<file path="src/rtl/ctrl_pkg.sv">
// Shared opcode and state definitions for the sequential rotate/logic unit.
package ctrl_pkg;

    localparam int OP_NOT = 0;
    localparam int OP_ROR = 1;
    localparam int OP_NOP = 2;
    localparam int OP_ROL = 3;
    localparam int OP_AND = 4;
    localparam int OP_OR  = 5;
    localparam int OP_XOR = 6;

    typedef enum logic [1:0] {
        ST_IDLE  = 2'd0,
        ST_SHIFT = 2'd1,
        ST_DONE  = 2'd2
    } state_t;

endpackage

</file>
<file path="src/rtl/alu_logic_unit.sv">
// Combinational core: single-cycle ops plus one-position rotate step.
module alu_logic_unit
    import ctrl_pkg::*;
#(
    parameter int WIDTH = 7,
    parameter int OPW   = 3
) (
    input  logic [WIDTH-1:0] x,
    input  logic [WIDTH-1:0] b,
    input  logic [OPW-1:0]   op,
    output logic [WIDTH-1:0] y,
    output logic [WIDTH-1:0] step
);

    logic [WIDTH-1:0] ror1;
    logic [WIDTH-1:0] rol1;

    assign ror1 = {x[0], x[WIDTH-1:1]};
    assign rol1 = {x[WIDTH-2:0], x[WIDTH-1]};
    assign step = (op == OPW'(OP_ROL)) ? rol1 : ror1;

    // Rotates only reach this path with a zero amount, so they pass x through.
    always_comb begin
        y = '0;
        case (op)
            OPW'(OP_NOT): y = ~x;
            OPW'(OP_ROR): y = x;
            OPW'(OP_ROL): y = x;
            OPW'(OP_AND): y = x & b;
            OPW'(OP_OR):  y = x | b;
            OPW'(OP_XOR): y = x ^ b;
            default:      y = '0;
        endcase
    end

endmodule

</file>
<file path="src/rtl/seq_rotate_alu.sv">
// Handshaked NOT/rotate/logic unit; rotates advance one bit position per cycle.
module seq_rotate_alu
    import ctrl_pkg::*;
#(
    parameter int WIDTH = 7,
    parameter int OPW   = 3
) (
    input  logic             clk,
    input  logic             rst,
    input  logic             in_valid,
    output logic             in_ready,
    input  logic [WIDTH-1:0] a,
    input  logic [WIDTH-1:0] b,
    input  logic [OPW-1:0]   op,
    output logic             out_valid,
    input  logic             out_ready,
    output logic [WIDTH-1:0] result,
    output logic             flag,
    output logic             busy
);

    localparam int CW = $clog2(WIDTH);

    state_t           state, next_state;
    logic [WIDTH-1:0] work;
    logic [CW-1:0]    cnt;
    logic [OPW-1:0]   op_reg;
    logic [CW-1:0]    n;
    logic             is_rot;
    logic             accept;
    logic             load_result;
    logic [WIDTH-1:0] result_d;
    logic [WIDTH-1:0] alu_x;
    logic [OPW-1:0]   alu_op;
    logic [WIDTH-1:0] alu_y;
    logic [WIDTH-1:0] alu_step;

    assign in_ready  = (state == ST_IDLE) && !rst;
    assign accept    = in_valid && in_ready;
    assign out_valid = (state == ST_DONE);
    assign busy      = (state != ST_IDLE);
    assign n         = CW'(b % WIDTH'(WIDTH));
    assign is_rot    = (op == OPW'(OP_ROR)) || (op == OPW'(OP_ROL));

    // In IDLE the ALU sees the live command; while shifting it sees the latched work word.
    assign alu_x  = (state == ST_IDLE) ? a  : work;
    assign alu_op = (state == ST_IDLE) ? op : op_reg;

    alu_logic_unit #(.WIDTH(WIDTH), .OPW(OPW)) u_alu (
        .x    (alu_x),
        .b    (b),
        .op   (alu_op),
        .y    (alu_y),
        .step (alu_step)
    );

    always_ff @(posedge clk or posedge rst) begin
        if (rst) state <= ST_IDLE;
        else     state <= next_state;
    end

    always_comb begin
        next_state  = state;
        load_result = 1'b0;
        result_d    = '0;
        case (state)
            ST_IDLE: begin
                if (accept) begin
                    if (is_rot && (n != '0)) begin
                        next_state = ST_SHIFT;
                    end else begin
                        load_result = 1'b1;
                        result_d    = alu_y;
                        next_state  = ST_DONE;
                    end
                end
            end
            ST_SHIFT: begin
                if (cnt == CW'(1)) begin
                    load_result = 1'b1;
                    result_d    = alu_step;
                    next_state  = ST_DONE;
                end
            end
            ST_DONE: begin
                if (out_ready) next_state = ST_IDLE;
            end
            default: next_state = ST_IDLE;
        endcase
    end

    always_ff @(posedge clk or posedge rst) begin
        if (rst) begin
            work   <= '0;
            cnt    <= '0;
            op_reg <= '0;
            result <= '0;
            flag   <= 1'b0;
        end else begin
            if (accept) begin
                work   <= a;
                cnt    <= n;
                op_reg <= op;
            end else if (state == ST_SHIFT) begin
                work <= alu_step;
                cnt  <= cnt - CW'(1);
            end
            if (load_result) begin
                result <= result_d;
                flag   <= |result_d;
            end
        end
    end

endmodule

</file>
<file path="config.mk">
export PLATFORM = sky130hd
export DESIGN_NAME = seq_rotate_alu
export DESIGN_NICKNAME = d
export VERILOG_FILES = /design/src/rtl/ctrl_pkg.sv /design/src/rtl/alu_logic_unit.sv /design/src/rtl/seq_rotate_alu.sv
export SDC_FILE = /design/constraint.sdc
export NUM_CORES = 1
export LEC_CHECK = 0
export BUFFER_PORTS_ARGS = -buffer_cell sky130_fd_sc_hd__buf_4
export CORE_UTILIZATION = 38
export DETAILED_ROUTE_END_ITERATION = 7
export GPL_TIMING_DRIVEN = 0
export PLACE_DENSITY = 0.6
export SETUP_SLACK_MARGIN = 0.3
export SLEW_MARGIN = 10
export SYNTH_ARGS = -nofsm -noshare
export SYNTH_HDL_FRONTEND = slang
export SYNTH_HIERARCHICAL = 1
export SYNTH_SLANG_ARGS = --single-unit
export TNS_END_PERCENT = 30
</file>
<file path="constraint.sdc">
create_clock -name clk -period 6.7 [get_ports clk]
set_clock_uncertainty 0.05 [all_clocks]
set_input_delay 1.005 -clock clk [delete_from_list [all_inputs] [get_ports clk]]
set_output_delay 1.005 -clock clk [all_outputs]
set_load 0.02 [all_outputs]
</file>
==> metrics <==
area grow syn2layout=15.8%; status=finished clean; EDFF count, synth=0; largest buffer count on any clock path=2; overall routing resource usage=between 10% and 20%; Setup Buffers After CTS=0; biggest fanout along the worst timing path=10; gp weighted congestion=approximately 0.8; RSZ-0062 raised after global routing=no; peak per-stage delay on the critical path=0.42 ns; height of the die=around 81 um; post-place setup slack=about 2.7 ns; synthesized netlist net count=around 320; kind of cell adding the most delay to the critical path=compound AO/OA/AOI/OAI gates; mean post-synth cell area=8.35 um^2; net count reported at finish=around 360; fraction of final layout cells with drive strength greater than 1=21.7%; die width=slightly above 80 um; kind of capture point of the worst setup path=flip-flop; number of top-level pins=32; Avg WL per Cell=between 15 and 20 um; clock latency on the worst-skew pair=~0.27 ns; Power per Cell Area=approximately 410 nW/um^2; number of register bits inferred by synthesis=23; routed via count divided by cell count=5.60; leakage power of the design=1.35 nW; standard cell with the maximum stage delay on the critical path=sky130_fd_sc_hd__a221o_1; H-tree levels=1; type of the worst min-delay path=reg2reg; total length of routed wires=about 6000 um; TritonCTS clock tree=done; Max Cap Violations=0; Critical path buffers and inverters=3; number of fillers in the final layout=between 500 and 600; Max-Slew Margin vs Limit=between 30% and 40%; required arrival time at the worst endpoint=about 6.8 ns; Hold-fix buffers, CTS=0; worst-margin pin slew=about 0.92 ns; number of pins with negative max-slew slack in the final report=0; leading register cell type out of synthesis=sky130_fd_sc_hd__dfrtp_1; Worst Path Arrival=around 3.8 ns; number of synthesis warnings=6; instance count of the mapped netlist=roughly 280; clock input transition at the sequential cells of the worst setup and hold paths=around 0.090 ns; maximum resistive drop on vdd=~0.22 mV; setup violation total in the final timing report=0; starting utilization of the core area=between 30% and 40%; Total Die Area=between 6000 and 7000 um^2; number of antenna violations at the first check in global routing=0; first-pass GRT wire length=9980 um; DRT Pass-1 Iters=4; worst-path cell chain=buf_4 > buf_4 > nor3_1 > o32ai_1 > a221o_1 > ha_1 > nand3b_1 > nand2_1 > o41ai_1 > a31oi_1 > a221oi_2 > o22a_1 > buf_6 > a221o_1; root buffer cell=sky130_fd_sc_hd__clkbuf_8; remaining routing DRC violations=0; final critical-path required period=~3.7 ns; total half-perimeter wirelength after legalization and detailed placement=4830 um; PortBufs=31; TritonCTS Sinks=23; pin count of the biggest net entering global routing=24; Iter 0 DRT Violations=around 130; final number of hold-violating endpoints=0; num rows=28; Setup TNS=0 ns; number of buffers created by CTS=3; Setup Crit Path Kind=in2reg; Setup WS post-layout=slightly below 3 ns; number of distinct library cells after synthesis=60; count of cells resized by post-cts repair=0; overall via count from detail_route=between 2,000 and 2,500; core region area=5960 um^2; sequential share of the synthesized area=24.4%; vias in the first global route=between 1,500 and 2,000; combined area of all synthesized cells=between 2000 and 2500 um^2; maximum clock frequency=~270 MHz; Async SR Flop Fraction=100%; count of antenna-violating nets left after detailed routing=0; startpoint kind of the worst setup timing path=input pin; overall overflow remaining after global route=0; post-route fraction of the period consumed by the critical path=~56%; registers with the most flip-flops=result (7), work (7); antenna diode count=0
metrics by stage:
stage | hold WS [ns] | power, mW | cell area [um^2] | util, % | std cells
floorplan | 0.392 | 0.815 | 2360 | - | 283
global placement | 0.406 | 1.02 | 2690 | 45.1 | 389
detailed placement | 0.417 | 1.04 | 2690 | 45.1 | 389
CTS | 0.438 | 1.13 | 2740 | 45.9 | 393
global route | 0.454 | 1.22 | 2740 | 45.9 | 393
finish | 0.434 | 1.13 | 2740 | 45.9 | 393
synthesized netlist by cell type, drive strengths merged, types with 2 or more instances:
cell,n,area [um^2]
a221o,10,100
nor4,2,12.5
a211oi,6,45.0
nor2b,3,18.8
ha,18,225
nor2,21,83.8
nand3,4,20.0
mux2i,8,80.1
dfrtp,23,576
a21o,4,30.0
and3,4,25.0
mux2,11,124
a22oi,9,67.6
o21ai,10,50.1
nand2b,9,56.3
nor3,6,30.0
and2,9,56.3
or2,3,18.8
buf,10,62.6
a2111oi,2,36.3
inv,27,101
nand4b,2,17.5
o221a,4,45.0
o32ai,2,17.5
xnor2,3,33.8
nand2,33,131
a21oi,8,40.0
o221ai,2,17.5
clkbuf,4,15.0
maj3,3,33.8
a31oi,4,25.0
cells by family after synthesis:
| group | after synthesis | synth area share [%] |
|---|---|---|
| and+or+nand+nor | 101 | 21.8 |
| AOI/OAI and AO/OA | 75 | 25.2 |
| buffers and inverters | 41 | 7.57 |
| DFF | 23 | 24.4 |
| adders and majority gates | 21 | 11.0 |
| muxes | 19 | 8.63 |
| xor gates and xnor gates | 3 | 1.43 |
report_power, final:
group          switching (mW)  leakage, nW  internal (mW)
clock network          0.0483       0.0255         0.0416
registers              0.0441        0.285          0.206
logic                   0.463         1.04          0.325
total                   0.556         1.35          0.572
worst paths after layout:
path / depth (start not counted) / slack, ns / start / to
hold / removal: 2 / 0.43 / work[4] / work[4]
setup reg to reg: 10 / 3.11 / state[1] / flag
hold reg to reg: 2 / 0.43 / work[4] / work[4]
min in group asynchronous: 2 / 0.89 / rst / op_reg[1]
setup / recovery: 14 / 2.97 / b[2] / result[6]
max in group asynchronous: 2 / 5.14 / rst / op_reg[0]
worst reg2reg max path, cell delays in order, from the launching register on:
cell,delay [ns]
sky130_fd_sc_hd__dfrtp_1,0.45
sky130_fd_sc_hd__nor2_1,0.20
sky130_fd_sc_hd__buf_1,0.50
sky130_fd_sc_hd__inv_1,0.16
sky130_fd_sc_hd__o21ai_0,0.63
sky130_fd_sc_hd__buf_2,0.34
sky130_fd_sc_hd__o221ai_1,0.15
sky130_fd_sc_hd__o31a_1,0.15
sky130_fd_sc_hd__nor4_1,0.44
sky130_fd_sc_hd__nand3_1,0.13
sky130_fd_sc_hd__a221o_1,0.30
per-layer routing:
| layer | up-vias | global-route usage, % | part of all wire (%) |
|---|---|---|---|
| li1 | 1099 | - | - |
| met1 | 1061 | 28.2 | 52 |
| met2 | 35 | 32.0 | 45 |
| met3 | 5 | 1.01 | 2.6 |
| met4 | 0 | 3.75 | 0.91 |
| met5 | - | 0 | 0 |
cells in the final DEF (no fill, tap or decap), types with 2 or more instances in the layout:
master,count
sky130_fd_sc_hd__dfrtp_1,23
sky130_fd_sc_hd__buf_2,5
sky130_fd_sc_hd__o21ai_0,6
sky130_fd_sc_hd__xnor2_1,2
sky130_fd_sc_hd__a221o_1,10
sky130_fd_sc_hd__mux2_2,11
sky130_fd_sc_hd__nand3_1,4
sky130_fd_sc_hd__and3_1,4
sky130_fd_sc_hd__nor4_1,2
sky130_fd_sc_hd__clkbuf_8,3
sky130_fd_sc_hd__o221ai_1,2
sky130_fd_sc_hd__nand4b_1,2
sky130_fd_sc_hd__nor2_1,19
sky130_fd_sc_hd__o32ai_1,2
sky130_fd_sc_hd__nand2b_1,9
sky130_fd_sc_hd__ha_1,18
sky130_fd_sc_hd__nor2_2,2
sky130_fd_sc_hd__a21o_1,4
sky130_fd_sc_hd__and2_1,9
sky130_fd_sc_hd__buf_4,34
sky130_fd_sc_hd__nand2_1,32
sky130_fd_sc_hd__mux2i_1,8
sky130_fd_sc_hd__a211oi_1,6
sky130_fd_sc_hd__nor2b_1,3
sky130_fd_sc_hd__o21ai_1,4
sky130_fd_sc_hd__o221a_2,4
sky130_fd_sc_hd__a31oi_1,4
sky130_fd_sc_hd__nor3_1,6
sky130_fd_sc_hd__inv_1,27
sky130_fd_sc_hd__a21oi_1,8
sky130_fd_sc_hd__clkbuf_1,4
sky130_fd_sc_hd__a22oi_1,9
sky130_fd_sc_hd__maj3_2,3
area by class of cell:
cell class,instances,area [um^2],area share [%]
clock buffers,3,41.3,1.51
multi-input cells,219,1610,58.8
repair buffers,31,233,8.51
plain buffers,14,77.6,2.84
clock inverters,1,5.00,0.183
inverters,27,101,3.71
flip-flops and latches,23,576,21.0
well taps,75,93.8,3.43
(Power assumes the default switching activity.)
